==> src/rtl/chip8_regmem_xfer.sv <==
// CHIP-8 FX55/FX65/FX33 register<->memory transfer engine.
// Optional macro CHIP8_I_INCREMENT_EN: store/load write I+X+1 back to I in the DONE cycle.
module chip8_regmem_xfer #(
    parameter int ADDR_W = 12
) (
    input  logic              clk,
    input  logic              rst_n,
    input  logic              start,
    input  logic [1:0]        op,
    input  logic [3:0]        x,
    input  logic [ADDR_W-1:0] i_addr,
    output logic              busy,
    output logic              done,
    output logic              i_update,
    output logic [ADDR_W-1:0] i_next,
    output logic [3:0]        reg_rd_idx,
    input  logic [7:0]        reg_rd_data,
    output logic              reg_wr,
    output logic [3:0]        reg_wr_idx,
    output logic [7:0]        reg_wr_data,
    output logic              mem_read,
    output logic [ADDR_W-1:0] mem_read_addr,
    input  logic [7:0]        mem_read_data,
    output logic              mem_write,
    output logic [ADDR_W-1:0] mem_write_addr,
    output logic [7:0]        mem_write_data
);

    typedef enum logic [2:0] {IDLE, STORE, LOAD, BCD, DONE} state_t;

    state_t            state_q, state_d;
    logic [4:0]        k_q, k_d;
    logic [3:0]        x_q, x_d;
    logic [ADDR_W-1:0] i_q, i_d;
    logic [7:0]        v_q, v_d;

    // Hold registers keep address/data outputs stable while their strobe is low.
    logic [3:0]        rd_idx_q, rd_idx_d;
    logic [ADDR_W-1:0] wr_addr_q, wr_addr_d;
    logic [7:0]        wr_data_q, wr_data_d;
    logic [ADDR_W-1:0] rd_addr_q, rd_addr_d;
    logic [3:0]        rw_idx_q, rw_idx_d;
    logic [7:0]        rw_data_q, rw_data_d;

    logic              we, re, rw, rd_act;
    logic [3:0]        rd_idx_live;
    logic [7:0]        wdata_live;
    logic [ADDR_W-1:0] addr_k;

    assign addr_k = i_q + ADDR_W'(k_q);

`ifdef CHIP8_I_INCREMENT_EN
    logic [1:0] op_q, op_d;
`endif

    always_comb begin
        state_d     = state_q;
        k_d         = k_q;
        x_d         = x_q;
        i_d         = i_q;
        v_d         = v_q;
        we          = 1'b0;
        re          = 1'b0;
        rw          = 1'b0;
        rd_act      = 1'b0;
        rd_idx_live = k_q[3:0];
        wdata_live  = reg_rd_data;
`ifdef CHIP8_I_INCREMENT_EN
        op_d        = op_q;
`endif
        case (state_q)
            IDLE: begin
                if (start) begin
                    x_d = x;
                    i_d = i_addr;
                    k_d = '0;
`ifdef CHIP8_I_INCREMENT_EN
                    op_d = op;
`endif
                    case (op)
                        2'd0:    state_d = STORE;
                        2'd1:    state_d = LOAD;
                        2'd2:    state_d = BCD;
                        default: state_d = DONE;
                    endcase
                end
            end
            STORE: begin
                we     = 1'b1;
                rd_act = 1'b1;
                if (k_q == {1'b0, x_q}) state_d = DONE;
                else                    k_d = k_q + 5'd1;
            end
            LOAD: begin
                // Read of I+k returns next cycle, so the write lags one step behind.
                re = (k_q <= {1'b0, x_q});
                rw = (k_q != 5'd0);
                if (k_q == {1'b0, x_q} + 5'd1) state_d = DONE;
                else                           k_d = k_q + 5'd1;
            end
            BCD: begin
                we          = 1'b1;
                rd_act      = 1'b1;
                rd_idx_live = x_q;
                case (k_q)
                    5'd0: begin
                        v_d        = reg_rd_data;
                        wdata_live = reg_rd_data / 8'd100;
                    end
                    5'd1:    wdata_live = (v_q / 8'd10) % 8'd10;
                    default: wdata_live = v_q % 8'd10;
                endcase
                if (k_q == 5'd2) state_d = DONE;
                else             k_d = k_q + 5'd1;
            end
            DONE:    state_d = IDLE;
            default: state_d = IDLE;
        endcase
    end

    assign rd_idx_d  = rd_act ? rd_idx_live : rd_idx_q;
    assign wr_addr_d = we ? addr_k : wr_addr_q;
    assign wr_data_d = we ? wdata_live : wr_data_q;
    assign rd_addr_d = re ? addr_k : rd_addr_q;
    assign rw_idx_d  = rw ? (k_q[3:0] - 4'd1) : rw_idx_q;
    assign rw_data_d = rw ? mem_read_data : rw_data_q;

    always_ff @(posedge clk or negedge rst_n) begin
        if (!rst_n) begin
            state_q   <= IDLE;
            k_q       <= '0;
            x_q       <= '0;
            i_q       <= '0;
            v_q       <= '0;
            rd_idx_q  <= '0;
            wr_addr_q <= '0;
            wr_data_q <= '0;
            rd_addr_q <= '0;
            rw_idx_q  <= '0;
            rw_data_q <= '0;
        end else begin
            state_q   <= state_d;
            k_q       <= k_d;
            x_q       <= x_d;
            i_q       <= i_d;
            v_q       <= v_d;
            rd_idx_q  <= rd_idx_d;
            wr_addr_q <= wr_addr_d;
            wr_data_q <= wr_data_d;
            rd_addr_q <= rd_addr_d;
            rw_idx_q  <= rw_idx_d;
            rw_data_q <= rw_data_d;
        end
    end

    assign busy           = (state_q == STORE) || (state_q == LOAD) || (state_q == BCD);
    assign done           = (state_q == DONE);
    assign mem_write      = we;
    assign mem_read       = re;
    assign reg_wr         = rw;
    assign reg_rd_idx     = rd_idx_d;
    assign mem_write_addr = wr_addr_d;
    assign mem_write_data = wr_data_d;
    assign mem_read_addr  = rd_addr_d;
    assign reg_wr_idx     = rw_idx_d;
    assign reg_wr_data    = rw_data_d;

`ifdef CHIP8_I_INCREMENT_EN
    always_ff @(posedge clk or negedge rst_n) begin
        if (!rst_n) op_q <= '0;
        else        op_q <= op_d;
    end

    assign i_update = (state_q == DONE) && ((op_q == 2'd0) || (op_q == 2'd1));
    assign i_next   = i_update ? (i_q + ADDR_W'(x_q) + ADDR_W'(1)) : '0;
`else
    assign i_update = 1'b0;
    assign i_next   = '0;
`endif

endmodule

==> config.mk <==
export PLATFORM = sky130hd
export DESIGN_NAME = chip8_regmem_xfer
export DESIGN_NICKNAME = d
export VERILOG_FILES = /design/src/rtl/chip8_regmem_xfer.sv
export SDC_FILE = /design/constraint.sdc
export NUM_CORES = 1
export LEC_CHECK = 0
export CORE_MARGIN = 2
export CORE_UTILIZATION = 53
export DETAILED_ROUTE_END_ITERATION = 8
export HOLD_SLACK_MARGIN = 0.12
export PLACE_DENSITY = 0.87
export SYNTH_ARGS = -nofsm -noshare
export SYNTH_HDL_FRONTEND = slang
export SYNTH_SLANG_ARGS = --single-unit
==> constraint.sdc <==
create_clock -name clk -period 6.2 [get_ports clk]
set_clock_uncertainty 0.05 [all_clocks]
set_input_delay 1.55 -clock clk [delete_from_list [all_inputs] [get_ports clk]]
set_output_delay 1.55 -clock clk [all_outputs]
set_load 0.02 [all_outputs]
After elaboration in Yosys (flattened, before gate mapping)
Index checks and enable logic that the tools add are counted.
W data, S select, Z words.

operators by class
  equality and inequality tests = 17
  multiplexer cells = 23
  bitwise logic cells = 0
  order comparisons = 1
  add/subtract/negate cells = 4
  reductions and logical operators = 12
  multipliers = 0
  shift-type cells = 0
  div/mod/pow operators = 4

operators with widths
  cell                   count
  $mux W12               2
  $mux W8                3
  $mux W5                4
  $pmux W5 S4            1
  $mod A8 B4 Y8 const B  2
  $pmux W8 S2            1
  $ne A2 B2 Y1 const B   7
  $add A12 B5 Y12        1
  $mux W3                4
  $mux W4                3
  $pmux W3 S4            1
  $pmux W3 S3            1
  $div A8 B4 Y8 const B  1
  $div A8 B7 Y8 const B  1
  $eq A3 B2 Y1 const B   2
  $add A4 B1 Y5 const B  1
  $add A5 B1 Y5 const B  1
  $eq A5 B1 Y1 const B   1
  $eq A5 B2 Y1 const B   1
  $eq A5 B4 Y1           1
  $eq A5 B5 Y1           1
  $le A5 B4 Y1           1
  $logic_not A5 Y1       1
  $reduce_and A5 Y1      1
  14 further kinds       18

storage, ports and cells
  bits in writable memories = 0
  latch bits = 0
  register bits = 80
  output and inout bits = 66
  memory bits (read-only) = 0
  memories = 0

Depth between registers and ports, before layout
Gate-level depths: netlist (run 1).

  word-level depth = 5
  gate-level depth with buffers = 21
  mapped depth without buffers = 20

Least setup slack after synthesis (run 1)
Ideal clock, no wire load.

  path kind = register -> output
  from = reg k_q[1]
  to = out mem_write_data[2]
  path slack = 440 ps
  path buffers = 1
  cell stages (with the launch flop) = 21
  required time = 4600 ps
  arrival time = 4160 ps
  path through = dfrtp_1 -> inv_1 -> ha_1 -> nor4b_4 -> clkbuf_1 -> nor2_1 -> ha_1 -> and3b_1 -> o21ai_1 -> nand4_2 -> o211a_1 -> ha_1 -> o21a_1 -> a31oi_1 -> o211ai_1 -> a22oi_1 -> xnor2_1 -> a41o_1 -> a31oi_1 -> xnor2_1 -> o21ai_1

between the ends
  longest elaborated chain between the ends = 4

ends and longest elaborated chain
  what                                                     RTL line  source
  start: declaration                                       32        logic [4:0] k_q, k_d;
  start signal: assignment                                 143       k_q <= k_d;
  $eq A5 B1 Y1 / $logic_not A5 Y1 (equally long branches)  105       case (k_q)
  $pmux W8 S2 *                                            105
  $mux W8 *                                                71        case (state_q)
  $mux W8 *                                                123       assign wr_data_d = we ? wdata_live : wr_data_q;
  end: declaration                                         26        output logic [7:0] mem_write_data

Mark *: on every way between the ends. The rest lies on a longest branch, timed or not.

Worst setup path in the final report (run 1)
  from = in reg_rd_data[4]
  to = out mem_write_data[0]

between the ends
  longest elaborated chain between the ends = 4

ends and longest elaborated chain
  what                RTL line  source
  start: declaration  17        input logic [7:0] reg_rd_data,
  $div A8 B7 Y8       108       wdata_live = reg_rd_data / 8'd100;
  $pmux W8 S2         105
  $mux W8             71
  $mux W8             123

No other way between the ends.

==> metrics.cfg, run 1 <==
[status]
status = finished clean

[cells_and_area]
most-common-layout-cells = clkdlybuf4s50_1 (82), dfrtp_1 (80), nand2_1 (78), o21ai_0 (44), a21oi_1 (32)
n_antenna_cell = 0
layout_commonest_cell = clkdlybuf4s50_1
fillerInstances = 769
area_growth_pct = 23.1
final_nets = 742
drive_gt1_share_pct = 15.9

[placed_design]
io_buffers = 89
place_congestion = 0.978
dpl.hpwl_um = 10100

[min_path]
hold_start = wr_addr_q[0]
hp-class = register to register
whs_path_depth = 2
holdPathEnd = wr_addr_q[0]

[flow_run]
maxCapViolCount = 0

[timing]
setup_violations = 0
finalCritPeriodShare_pct = 97.0
final.min_clock_period_ps = 6020
rsz0062_at_grt = no
slew_viol_final = 0
hold_viol = 0
clock.fmax_mhz = 166
finalSetupTns_ps = 0
tightest_slew_ps = 1000
slew_headroom_pct = 33.1

[route]
drc = 0
route.vias.total = 4842
routed_via_density = 5.91
finalWirelength_um = 14200
first_pass_iters = 5
post_drt_wl_per_cell_um = 17.3
ant_nets = 0
drtIter0Drc = 293

[clocking]
postCtsHoldBufs = 0
cts_tree = built
cts.sinks = 80
clock_latency_ps = 360
cts_root_buf = clkbuf_8
clk_path_buf_depth = 2
htreeDepth = 3
cts_made_buffers = 9
clkSlewWorstSetupHoldPaths_ps = 80

[setup_path]
path_class = primary input to primary output
cp.required_ps = 4600
rr_worst_depth = 19
rrSetupSlack_ps = 2170
reg2reg_to = wr_data_q[3]
cp_max_fo = 6
reg2reg_from = k_q[1]
start_kind = primary input
crit_arrival_ps = 4420
endpoint_kind = primary output

[synth]
synthCells = 595
synth_seq_area_share_pct = 37.1
synth-edff-count = 0
synth_cell_types = 80
ys_seq_elements = 80
synth.area.top_cells = dfrtp_1 (37%), mux2_2 (6.3%), nand2_1 (5.5%)
avgSynthCellArea_um2 = 9.07
ys_async_sr_fraction_pct = 100
synth-main-ff-cell = dfrtp_1
ys_warn_count = 0
synth_largest_area_cell = dfrtp_1
syn-cell-area_mm2 = 0.00540
synth_top_area_share_pct = 37.1

[floorplanning]
die_y_um = 105
die-width_um = 105
ios = 103
start_util_pct = 55.0
fp-row-count = 36
die_area_mm2 = 0.0110
core-area_mm2 = 0.00982

[global_routing]
grt_antenna_before_repair = 0
grt_pass1_vias = 4721
grt_util_all_layers_pct = 26.1
grt_pass1_wl_um = 23100
grt_max_degree = 81
gr-total-overflow = 0

-- state kept, by name, summed over array words and instances, names as in the netlist --
| register | cells |
|---|---|
| rd_addr_q | 12 |
| rw_idx_q | 4 |
| wr_addr_q | 12 |
| i_q | 12 |
| rw_data_q | 8 |
| k_q | 5 |
| rd_idx_q | 4 |
| state_q | 3 |
| x_q | 4 |
| v_q | 8 |
| wr_data_q | 8 |
-- routing by layer --
metal | GRT usage [%] | part of all wire, %
met2 | 43.4 | 49
met4 | 13.0 | 4.3
met1 | 32.4 | 41
met5 | 0 | 0
met3 | 4.80 | 6.4
-- worst max-delay path, stage by stage --
cell	delay, ps
clkdlybuf4s50_1	570
inv_1	110
ha_1	220
nor4_1	250
nor2_1	120
o21ai_0	180
a221oi_1	100
a31oi_1	150
mux2i_1	100
o21ai_0	350
clkdlybuf4s50_1	710
-- how the worst max path moves through the flow --
stage,start,to,slack (ps),cells past startpoint
6_report,reg_rd_data[4],mem_write_data[0],180,11
4_1_cts,k_q[1],mem_write_data[3],40,20
3_5_place_dp,k_q[1],mem_write_data[2],150,20
2_1_floorplan,k_q[1],mem_write_data[2],440,20
5_1_grt,v_q[4],mem_write_data[3],9,11
3_3_place_gp,k_q[1],mem_write_data[2],230,20
-- synthesized netlist by cell type (all sizes together), types with 3 or more instances --
cell type  count
dfrtp         80
nand2         80
o21ai         50
a21oi         34
buf           31
mux2          30
nor2          30
inv           24
ha            23
clkbuf        18
xnor2         16
nor3          11
nand2b        10
nand3         10
o31ai          9
a31oi          8
mux2i          8
nand4          8
nor2b          7
nor3b          7
a21o           6
nand3b         6
xor2           6
nor4           5
o211ai         5
a211oi         4
a31o           4
and3b          4
a22oi          3
a311oi         3
and2           3
maj3           3
nor4b          3
o2111ai        3
or2            3
-- what timing repair did --
| item | in CTS | in global routing |
|---|---|---|
| pin swaps | 0 | 12 |
| gates resized for setup | 7 | 30 |
| endpoints found under the hold margin | 0 | 0 |
| setup endpoints to repair | 6 | 6 |
| buffers inserted | 0 | 5 |
-- cell type report --
type	count	area, um2	area share [%]
Multi-Input combinational cell	453	3150	47.4
Inverter	25	93.8	1.41
Tap cell	133	166	2.50
Sequential cell	80	2000	30.1
Timing Repair Buffer	112	1040	15.7
Clock inverter	6	50.0	0.753
Clock buffer	10	138	2.07
-- stage by stage --
stage | setup WS, ps | instances | hold WS (ps) | utilization (%) | area, um2
3_5_place_dp | 150 | 798 | 411 | 64.7 | 6360
5_1_grt | 8.52 | 819 | 452 | 67.7 | 6640
6_report | 183 | 819 | 428 | 67.7 | 6640
2_1_floorplan | 440 | 607 | 435 | - | 5440
3_3_place_gp | 231 | 798 | 404 | 64.7 | 6360
4_1_cts | 36.0 | 814 | 433 | 66.6 | 6540
-- cell families after synthesis --
logic type	share of synthesized area [%]
AND/OR/NAND/NOR	19.6
AO/OA/AOI/OAI	18.8
flip-flops	37.1
buffers and inverters	6.86
multiplexers	7.74
adder cells (fa/ha/maj)	6.28
XOR/XNOR	3.57
other	0.0695
Power of run 1 is left out: the tool's default activity adds up to more than one toggle a clock period on the data nets, which glitch-free logic cannot reach.
==> run 2, diff against run 1 <==
CTS_CLUSTER_SIZE = 24   (was default)
==> results of run 2 <==
The final DEF is identical to that of run 1; final timing and power are the same.
Power of run 2 is left out for the same reason.
==> run 3, diff against run 2 <==
==> constraint.sdc (replaced) <==
create_clock -name clk -period 6.2 [get_ports clk]
set_clock_uncertainty 0.05 [all_clocks]
set_input_delay 0.93 -clock clk [delete_from_list [all_inputs] [get_ports clk]]
set_output_delay 0.93 -clock clk [all_outputs]
set_load 0.02 [all_outputs]
==> metrics.cfg, run 3 (synthesis gave the netlist of run 1 again) <==
[floorplanning]
die_y_um = 105
ios = 103
start_util_pct = 55.0
fp-row-count = 36
core-area_mm2 = 0.00982
die_area_mm2 = 0.0110
die-width_um = 105

[timing]
slew_viol_final = 0
tightest_slew_ps = 1250
rsz0062_at_grt = no
final.min_clock_period_ps = 5770
clock.fmax_mhz = 173
finalSetupTns_ps = 0
setup_violations = 0
slew_headroom_pct = 16.2
finalCritPeriodShare_pct = 93.0
hold_viol = 0

[setup_path]
critical_path.top_delay_family = compound AO/OA/AOI/OAI gates
cp_max_fo = 10
critical_path.cell_chain = inv_1 -> ha_1 -> or4b_4 -> nand2_1 -> ha_1 -> a21oi_1 -> a221oi_2 -> nand4_2 -> o211a_1 -> ha_1 -> o21a_1 -> a31oi_1 -> o211ai_1 -> a22oi_1 -> xnor2_1 -> a41o_1 -> nand3_2 -> a211o_1 -> a31o_1 -> dlymetal6s2s_1
slowest_stage = or4b_4
cp.required_ps = 5220
crit_arrival_ps = 4790
crit_top_cell = ha_1
path_class = register to primary output
start_kind = register
cp.buffers_inverters = 2
cp_slowest_stage_delay_ps = 540
endpoint_kind = primary output

[cells_and_area]
final_nets = 731
n_antenna_cell = 0
largestRegisters = i_q (12), rd_addr_q (12), wr_addr_q (12)
most-common-layout-cells = clkdlybuf4s50_1 (82), dfrtp_1 (80), nand2_1 (79), o21ai_0 (44), a21oi_1 (33)
layout_commonest_cell = clkdlybuf4s50_1
drive_gt1_share_pct = 12.0
area_growth_pct = 20.9

[clocking]
htreeDepth = 3
clk_path_buf_depth = 2
clock_latency_ps = 360
cts.sinks = 80
cts_made_buffers = 9
clkSlewWorstSetupHoldPaths_ps = 90
cts_root_buf = clkbuf_8
cts_tree = built

[global_routing]
grt_pass1_wl_um = 23300
grt_max_degree = 81
gr-total-overflow = 0
grt_util_all_layers_pct = 26.1
grt_pass1_vias = 4835
grt_antenna_before_repair = 0

[route]
route.vias.total = 4765
post_drt_wl_per_cell_um = 17.2
routed_via_density = 5.90
finalWirelength_um = 13900
drc = 0
drtIter0Drc = 316
ant_nets = 0
first_pass_iters = 4

[min_path]
hp-class = register to register

[status]
status = finished clean

[flow_run]
maxCapViolCount = 0

[placed_design]
place_congestion = 0.943
io_buffers = 89
dpl.hpwl_um = 10200

-- run 3: routing by layer --
metal	share of wire, %	wire [um]	vias up	track usage [%]
met5	0	0	-	0
met4	4.0	552	0	13.1
met3	5.4	745	42	4.62
met2	50	6960	173	44.6
met1	41	5640	2297	31.7
li1	-	-	2253	-
-- run 3: repair_timing --
| action | 4_1_cts | 5_1_grt |
|---|---|---|
| gates resized for setup | 0 | 6 |
| buffers inserted | 0 | 0 |
| setup endpoints to repair | 0 | 6 |
| hold buffers | 0 | 0 |
-- run 3: worst paths after layout --
path                         startpoint           endpoint  slack (ps)  depth (start not counted)
max in group asynchronous         rst_n             v_q[0]        4770                          1
min in group asynchronous         rst_n       rd_addr_q[5]         670                          1
setup reg to reg                 k_q[1]       wr_data_q[3]        1830                         19
setup / recovery                 k_q[1]  mem_write_data[3]         430                         20
hold reg to reg            wr_addr_q[3]       wr_addr_q[3]         430                          2
hold / removal             wr_addr_q[3]       wr_addr_q[3]         430                          2
-- run 3: worst register-to-register path, cell delays in order (launching register included) --
cell	delay, ps
dfrtp_1	390
inv_1	150
ha_1	190
or4b_4	540
nand2_1	110
ha_1	260
a21oi_1	130
a221oi_2	360
nand4_2	150
o211a_1	220
ha_1	230
o21a_1	110
a31oi_1	140
o211ai_1	100
a22oi_1	190
xnor2_1	140
a41o_1	210
nand3_2	120
a211o_1	240
a31o_1	230
-- run 3: through the flow --
step | hold WS (ps) | cells | util, % | area, um2 | setup WS, ps
2_1_floorplan | 435 | 607 | - | 5440 | 1060
3_3_place_gp | 405 | 792 | 64.3 | 6310 | 585
3_5_place_dp | 406 | 792 | 64.3 | 6310 | 461
4_1_cts | 430 | 808 | 66.3 | 6510 | 44.8
5_1_grt | 450 | 808 | 66.5 | 6530 | 59.9
6_report | 432 | 808 | 66.5 | 6530 | 435
-- run 3: layout make-up --
cell class                 count  area (um2)
clock inverter                 7        77.6
clock buffer                   9         124
sequential                    80        2000
inverter                      25        93.8
multi-input combinational    453        3070
fill                         777        3290
tap                          133         166
timing repair buffer         101         993
Power of run 3 is left out for the same reason.
